[src/rtl/anim_sprite_engine.sv]
// Animated sprite: plays FRAMES frames from a frame-packed ROM at a latched position, one-shot and retriggerable.
// Scan-to-visible/color_idx latency is 3 cycles, one pixel per cycle, no stalls; SPRITE_MIRROR_EN adds hflip.
module anim_sprite_engine #(
  parameter int SPRITE_W    = 64,
  parameter int SPRITE_H    = 64,
  parameter int FRAMES      = 8,
  parameter int FRAME_TICKS = 4,
  parameter int COLOR_BITS  = 6,
  parameter int TRANSPARENT = 0,
  parameter int ADDR_W      = $clog2(FRAMES*SPRITE_W*SPRITE_H)
) (
  input  logic                  clk,
  input  logic                  rst_n,
  input  logic                  frame_tick,
  input  logic                  trigger,
  input  logic [9:0]            posx,
  input  logic [9:0]            posy,
`ifdef SPRITE_MIRROR_EN
  input  logic                  hflip,
`endif
  input  logic [9:0]            xcurrent,
  input  logic [9:0]            ycurrent,
  output logic [ADDR_W-1:0]     rom_addr,
  input  logic [COLOR_BITS-1:0] rom_data,
  output logic                  visible,
  output logic [COLOR_BITS-1:0] color_idx,
  output logic                  busy,
  output logic                  done
);

  localparam int XW         = $clog2(SPRITE_W);
  localparam int YW         = $clog2(SPRITE_H);
  localparam int FW         = (FRAMES > 1) ? $clog2(FRAMES) : 1;
  localparam int TW         = (FRAME_TICKS > 1) ? $clog2(FRAME_TICKS) : 1;
  localparam int FRAME_SIZE = SPRITE_W * SPRITE_H;

  typedef enum logic {IDLE, PLAY} state_t;

  state_t                state_q, state_d;
  logic [FW-1:0]         frame_q, frame_d;
  logic [TW-1:0]         tick_cnt_q, tick_cnt_d;
  logic [9:0]            posx_q, posx_d;
  logic [9:0]            posy_q, posy_d;
  logic                  done_q, done_d;
`ifdef SPRITE_MIRROR_EN
  logic                  hflip_q, hflip_d;
`endif
  logic [ADDR_W-1:0]     rom_addr_q, rom_addr_d;
  logic                  hit1_q, hit1_d, hit2_q, hit2_d;
  logic                  busy1_q, busy1_d, busy2_q, busy2_d;
  logic                  visible_q, visible_d;
  logic [COLOR_BITS-1:0] color_q, color_d;

  logic                  hit;
  logic [XW-1:0]         dx;
  logic [YW-1:0]         dy;

  // 11-bit compares so a sprite hanging past 1023 is clipped, not wrapped
  always_comb begin
    hit = ({1'b0, xcurrent} >= {1'b0, posx_q}) &&
          ({1'b0, xcurrent} <  ({1'b0, posx_q} + 11'(SPRITE_W))) &&
          ({1'b0, ycurrent} >= {1'b0, posy_q}) &&
          ({1'b0, ycurrent} <  ({1'b0, posy_q} + 11'(SPRITE_H)));
    dx  = xcurrent[XW-1:0] - posx_q[XW-1:0];
    dy  = ycurrent[YW-1:0] - posy_q[YW-1:0];
`ifdef SPRITE_MIRROR_EN
    if (hflip_q) dx = ~dx;
`endif
  end

  always_comb begin
    state_d    = state_q;
    frame_d    = frame_q;
    tick_cnt_d = tick_cnt_q;
    posx_d     = posx_q;
    posy_d     = posy_q;
    done_d     = 1'b0;
`ifdef SPRITE_MIRROR_EN
    hflip_d    = hflip_q;
`endif
    // a trigger outranks the final tick, so a restart never emits done
    if (trigger) begin
      state_d    = PLAY;
      frame_d    = '0;
      tick_cnt_d = '0;
      posx_d     = posx;
      posy_d     = posy;
`ifdef SPRITE_MIRROR_EN
      hflip_d    = hflip;
`endif
    end else if (state_q == PLAY && frame_tick) begin
      if (tick_cnt_q != TW'(FRAME_TICKS-1)) begin
        tick_cnt_d = tick_cnt_q + TW'(1);
      end else if (frame_q == FW'(FRAMES-1)) begin
        state_d    = IDLE;
        tick_cnt_d = '0;
        done_d     = 1'b1;
      end else begin
        tick_cnt_d = '0;
        frame_d    = frame_q + FW'(1);
      end
    end
  end

  always_comb begin
    rom_addr_d = rom_addr_q;
    if (hit) rom_addr_d = ADDR_W'(frame_q) * ADDR_W'(FRAME_SIZE) + ADDR_W'({dy, dx});
    hit1_d    = hit;
    busy1_d   = (state_q == PLAY);
    hit2_d    = hit1_q;
    busy2_d   = busy1_q;
    visible_d = busy2_q && hit2_q && (rom_data != COLOR_BITS'(TRANSPARENT));
    color_d   = visible_d ? rom_data : '0;
  end

  always_ff @(posedge clk) begin
    if (!rst_n) begin
      state_q    <= IDLE;
      frame_q    <= '0;
      tick_cnt_q <= '0;
      posx_q     <= '0;
      posy_q     <= '0;
      done_q     <= 1'b0;
`ifdef SPRITE_MIRROR_EN
      hflip_q    <= 1'b0;
`endif
      rom_addr_q <= '0;
      hit1_q     <= 1'b0;
      hit2_q     <= 1'b0;
      busy1_q    <= 1'b0;
      busy2_q    <= 1'b0;
      visible_q  <= 1'b0;
      color_q    <= '0;
    end else begin
      state_q    <= state_d;
      frame_q    <= frame_d;
      tick_cnt_q <= tick_cnt_d;
      posx_q     <= posx_d;
      posy_q     <= posy_d;
      done_q     <= done_d;
`ifdef SPRITE_MIRROR_EN
      hflip_q    <= hflip_d;
`endif
      rom_addr_q <= rom_addr_d;
      hit1_q     <= hit1_d;
      hit2_q     <= hit2_d;
      busy1_q    <= busy1_d;
      busy2_q    <= busy2_d;
      visible_q  <= visible_d;
      color_q    <= color_d;
    end
  end

  assign rom_addr  = rom_addr_q;
  assign visible   = visible_q;
  assign color_idx = color_q;
  assign busy      = (state_q == PLAY);
  assign done      = done_q;

endmodule
[config.mk]
export PLATFORM = sky130hd
export DESIGN_NAME = anim_sprite_engine
export DESIGN_NICKNAME = d
export VERILOG_FILES = /design/src/rtl/anim_sprite_engine.sv
export SDC_FILE = /design/constraint.sdc
export NUM_CORES = 1
export LEC_CHECK = 0
export BUFFER_PORTS_ARGS = -buffer_cell sky130_fd_sc_hd__buf_4
export CAP_MARGIN = 5
export CORE_ASPECT_RATIO = 1.4
export CORE_MARGIN = 2
export CORE_UTILIZATION = 48
export DETAILED_ROUTE_END_ITERATION = 8
export PLACE_DENSITY = 0.85
export SETUP_SLACK_MARGIN = 0.15
export SYNTH_ARGS = -nofsm -noshare
export SYNTH_HDL_FRONTEND = slang
export SYNTH_SLANG_ARGS = --single-unit
[constraint.sdc]
create_clock -name clk -period 2.2 [get_ports clk]
set_input_delay 0.11 -clock clk [delete_from_list [all_inputs] [get_ports clk]]
set_output_delay 0.11 -clock clk [all_outputs]
set_load 0.1 [all_outputs]
### Yosys cells after proc, flatten, opt, wreduce, memory -nomap -nowiden

Index checks and enable logic that the tools add are counted.

| storage, ports and cells | value |
|---|---|
| register bits after elaboration | 53 |
| output and inout port bits | 24 |
| word-level logic and storage cells | 51 |

| operators by class | value |
|---|---|
| add/subtract/negate cells | 7 |
| $lt $le $gt $ge | 4 |
| equality and inequality tests | 3 |
| multiplexer cells | 6 |
| bitwise logic cells | 4 |
| reduce and logical (&&, ||, !) cells | 14 |

Operator list:

| operator | count |
|---|---|
| $add A10 B7 Y11 const B | 2 |
| $lt A10 B11 Y1 | 2 |
| $ge A10 B10 Y1 | 2 |
| $add A15 B12 Y15 | 1 |
| $sub A6 B6 Y6 | 2 |
| $logic_and A1 B1 Y1 | 6 |
| $reduce_and A3 Y1 | 2 |
| $reduce_bool A6 Y1 | 1 |
| $mux W1 | 5 |
| $ne A2 B2 Y1 const B | 2 |
| $not A1 Y1 | 4 |
| $reduce_bool A2 Y1 | 2 |
| $reduce_or A4 Y1 | 1 |
| $add A3 B1 Y3 const B | 1 |
| $eq A3 B3 Y1 const B | 1 |
| $add A2 B1 Y2 const B | 1 |
| $mux W2 | 1 |
| $reduce_and A2 Y1 | 1 |
| $reduce_or A2 Y1 | 1 |

### Logic depth before layout (Yosys ltp)

| depth | value |
|---|---|
| depth after elaboration | 5 |
| gate-level depth with buffers | 11 |

### Least setup slack after synthesis

OpenSTA, ideal clock, no wires.

| timing path | value |
|---|---|
| path kind | register to register |
| from | register posy_q[0] |
| to | register rom_addr_q[5], in the netlist rom_addr[5] |
| arrival | 2.217 ns |
| data required time | 2.084 ns |
| slack | -0.134 ns |
| cell stages (with the launch flop) | 11 |
| period minus slack after synthesis | 2.334 ns |
| cells stage by stage | dfxtp_1 > ha_1 > inv_1 > fa_1 > a211o_1 > o2111ai_1 > a31oi_1 > o311a_1 > and2_1 > buf_6 > a31o_2 |

| on the way | value |
|---|---|
| longest elaborated chain between the ends | 3 |
| elaborated cells on any way between the ends | 5 |
| those cells by class | 1 x add/sub; 2 x order compare; 2 x reduce/logical |

Ends and longest elaborated chain:

| item | RTL line | source |
|---|---|---|
| start: declaration | 43 | `logic [9:0] posy_q, posy_d;` |
| start signal: assignment | 139 | `posy_q <= posy_d;` |
| $add A10 B7 Y11 or $ge A10 B10 Y1 (tied branches) | 63, 62 |  |
| $lt A10 B11 Y1 or $logic_and A1 B1 Y1 (tied branches) | 63, 61 |  |
| $logic_and A1 B1 Y1 * | 62 | `({1'b0, ycurrent} >= {1'b0, posy_q}) &&` |
| end signal: assignment | 144 | `rom_addr_q <= rom_addr_d;` |
| end: declaration | 48 | `logic [ADDR_W-1:0] rom_addr_q, rom_addr_d;` |

Mark *: on every way between the ends. The rest lies on a longest branch, timed or not.
A chain may end at the register's enable or synchronous reset.

### Worst setup path in the final report

| timing path | value |
|---|---|
| from | register posy_q[6] |
| to | register rom_addr_q[0], in the netlist rom_addr[0] |

The elaborated chain is that of the path after synthesis.

==> flow_summary_export.csv <==
group,metric,value,unit
synthesis,yosys_warnings,0,
critical_path,setup.worst_path.class,"flip-flop to flip-flop",
timing,tightest_slew,0.5404,ns
timing,drv_slew,0,
cells_and_area,n_antenna_cell,0,
clock_tree,cts_root_buf,"clkbuf_8",
critical_path,crit_path_frequent_cell,"buf_6",
cells_and_area,fin_nets,498,
synthesis,synth_edf_count,0,
cells_and_area,drive_above_1_share,0.3333,
synthesis,synth_nets,405,
hold_path,min_path_type,"primary input to flip-flop",
critical_path,endpoint_kind,"flip-flop",
timing,setup_tns,-2.031,ns
timing,min_period,2.377,ns
synthesis,syn_inst,320,
cells_and_area,stdcell_count,484,
timing,fin_worst_skew,0.005703,ns
critical_path,cpPeakStageDelay,0.35,ns
floorplan,io_pins,74,
critical_path,critPathMaxFanout,8,
route,vias_per_cell,5.531,
timing,slew_headroom,0.6392,
floorplan,core,5904,sq um
global_route,first_global_vias,2764,
power_and_ir_drop,p_leak,1.843,nW
floorplan,floorplan.initialDensity,0.4982,
clock_tree,htreeDepth,2,
power_and_ir_drop,powerDensity,598.2,nW/um^2
route,dr.pass1.iters,4,
global_route,overflow,0,
floorplan,die_h,96.63,um
floorplan,num_rows,33,
critical_path,cp_slowest_cell,"dfxtp_2",
cells_and_area,multi_input_area,1824,sq um
critical_path,startpoint_type,"flip-flop",
synthesis,ys_ff_latch,53,
cells_and_area,fin_util,0.6692,
critical_path,worstPathArrival,2.60,ns
placed_design,port_buffers,73,
run_status,violations,"negative setup slack",
run_status,status,"finished, violations left",
cells_and_area,fillCellCount,454,
timing,fin_ws,-0.1775,ns
route,route.detailed.drc,0,
critical_path,required,2.42,ns
clock_tree,worstSkewPairLatency,0.31,ns
power_and_ir_drop,worst_ir_drop_vdd,0.0003040,V
clock_tree,clkTransAtPathRegs,0.10,ns
synthesis,async_flop_share,0,
timing,hold_violations,0,
timing,setup_violations,16,
floorplan,die_w,70.16,um
synthesis,ys_seq_area_frac,0.3607,
route,drt-initial-drc-count,88,
power_and_ir_drop,power.total,2.364,mW
global_route,grt_first_pass_wirelength,11480,um
critical_path,path_delay_family,"compound AO/OA/AOI/OAI gates",
placed_design,dpl.hpwl,5264,um
placed_design,dp_cells,472,
cells_and_area,areaGrowthSynthToFinish,34.33,%
global_route,gr-usage-all-layers,0.2043,
global_route,grt_start_max_net_pins,29,
synthesis,syn_area_per_cell,9.192,sq um
timing,rsz0062_at_grt,"true",
clock_tree,cts_sinks,53,
floorplan,dieArea,6779,sq um
placed_design,gp_congestion,0.8515,
synthesis,synthesis.area,2942,sq um
clock_tree,clk_path_buf_depth,2,
clock_tree,tritoncts,"yes",
cells_and_area,regArea,1075,sq um
critical_path,cp_num_buf_inv,2,
synthesis,ys.flop_type,"dfxtp_1",
global_route,antenna_found_initial,0,
timing,post-route-period-util,1.081,
synthesis,netlist-cell-type-count,44,
route,post_drt_wl_per_cell,14.63,um
route,finalWirelength,7083,um
route,ant_nets,0,
clock_tree,holdBufCountCts,0,
critical_path,path_cells,"ha_4 -> xnor2_2 -> ha_1 -> a21o_1 -> a21oi_2 -> a31oi_2 -> a2111oi_4 -> buf_6 -> buf_6 -> a21oi_1 -> a211oi_1",
clock_tree,cts_buffers,5,
timing,max_freq,0.4206,GHz
flow_run,maxCapViolCount,0,
route,dr_total_vias,2677,
## per-stage QoR
step                      instance area (sq um)  setup slack, ns  hold WS (ns)
final                                      3951          -0.1775      0.004531
after floorplan                            2983         -0.03675        0.2317
after CTS                                  3889          -0.1367      0.007639
after detailed placement                   3711          -0.1693        0.3238
after global placement                     3711          -0.1013        0.3239
after global routing                       3951          -0.3046      0.003143
## cells in the mapped netlist (all sizes together) (6+ instances only)
master,instances,area share
dfxtp,53,0.36
ha,33,0.14
nor2,31,0.040
inv,29,0.037
mux2i,28,0.095
nand2,24,0.033
a21oi,20,0.034
and2,10,0.021
nand3,9,0.015
buf,7,0.014
xnor2,7,0.021
a211oi,6,0.015
a21o,6,0.015
nand2b,6,0.013
## cell families (layout without fill, tap and decap cells)
| logic type | after synthesis | after routing | share of synthesized area |
|---|---|---|---|
| fa+ha+maj | 35 | 35 | 0.1540 |
| mux | 28 | 28 | 0.09528 |
| simple gates | 97 | 97 | 0.1582 |
| xor+xnor | 8 | 8 | 0.02382 |
| flops | 53 | 53 | 0.3607 |
| compound gates | 59 | 59 | 0.1514 |
| buf+inv | 40 | 134 | 0.05657 |
## cells in the final DEF (no fill, tap or decap), types with 5 or more instances in the layout
master and instances:
inv_1 26, nand3_1 9, a21oi_1 18, clkbuf_8 5, a21o_1 6, nand2_1 23, ha_1 30, buf_6 5
xnor2_1 5, nand2b_1 5, nor2_1 31, dfxtp_1 44, mux2i_1 28, buf_4 91, and2_1 9, dfxtp_2 8
## flip-flops by register name (all words and copies together) (netlist names), 2 cells and up
| register | cells |
|---|---|
| color_idx | 6 |
| frame_q | 3 |
| rom_addr | 15 |
| posy_q | 10 |
| tick_cnt_q | 2 |
| posx_q | 10 |
## final cells by class
cell class,count,share of cell area
sequential,53,0.2720
tap,70,0.02217
timing repair buffer,97,0.1884
inverter,29,0.02755
multi-input combinational,227,0.4617
clock buffer,6,0.01837
clock inverter,2,0.009816
## power breakdown
part	total, mW	internal (mW)	switching (mW)
logic	0.666	0.288	0.378
clock network	0.668	0.342	0.326
registers	1.03	0.999	0.0301
## routing by layer
layer	global-route usage	share of wire	up-vias
met5	0	0	-
met4	0.1036	0.024	0
met3	0.02813	0.036	14
met2	0.3919	0.55	68
met1	0.2088	0.39	1288
li1	-	-	1307
## final timing paths
| check | cells after the start | to | from | slack [ns] |
|---|---|---|---|---|
| worst max-delay path | 11 | rom_addr[0]$_SDFFE_PN0P_ | posy_q[6]$_SDFFE_PN0P_ | -0.18 |
| worst min-delay path | 2 | color_idx[1]$_SDFF_PN0_ | rom_data[1] | 0.005 |
| worst max register to register | 11 | rom_addr[0]$_SDFFE_PN0P_ | posy_q[6]$_SDFFE_PN0P_ | -0.18 |
| worst min register to register | 1 | busy2_q$_SDFF_PN0_ | busy1_q$_SDFF_PN0_ | 0.46 |
## timing repair
action | 4_1_cts | 5_1_grt
buffers inserted | 1 | 2
setup endpoints to repair | 16 | 16
pin swaps | 5 | 6
endpoints found under the hold margin | 0 | 0
resized for setup | 12 | 13
gates cloned | 1 | 0
No activity file was read; power rests on OpenSTA's default activity.
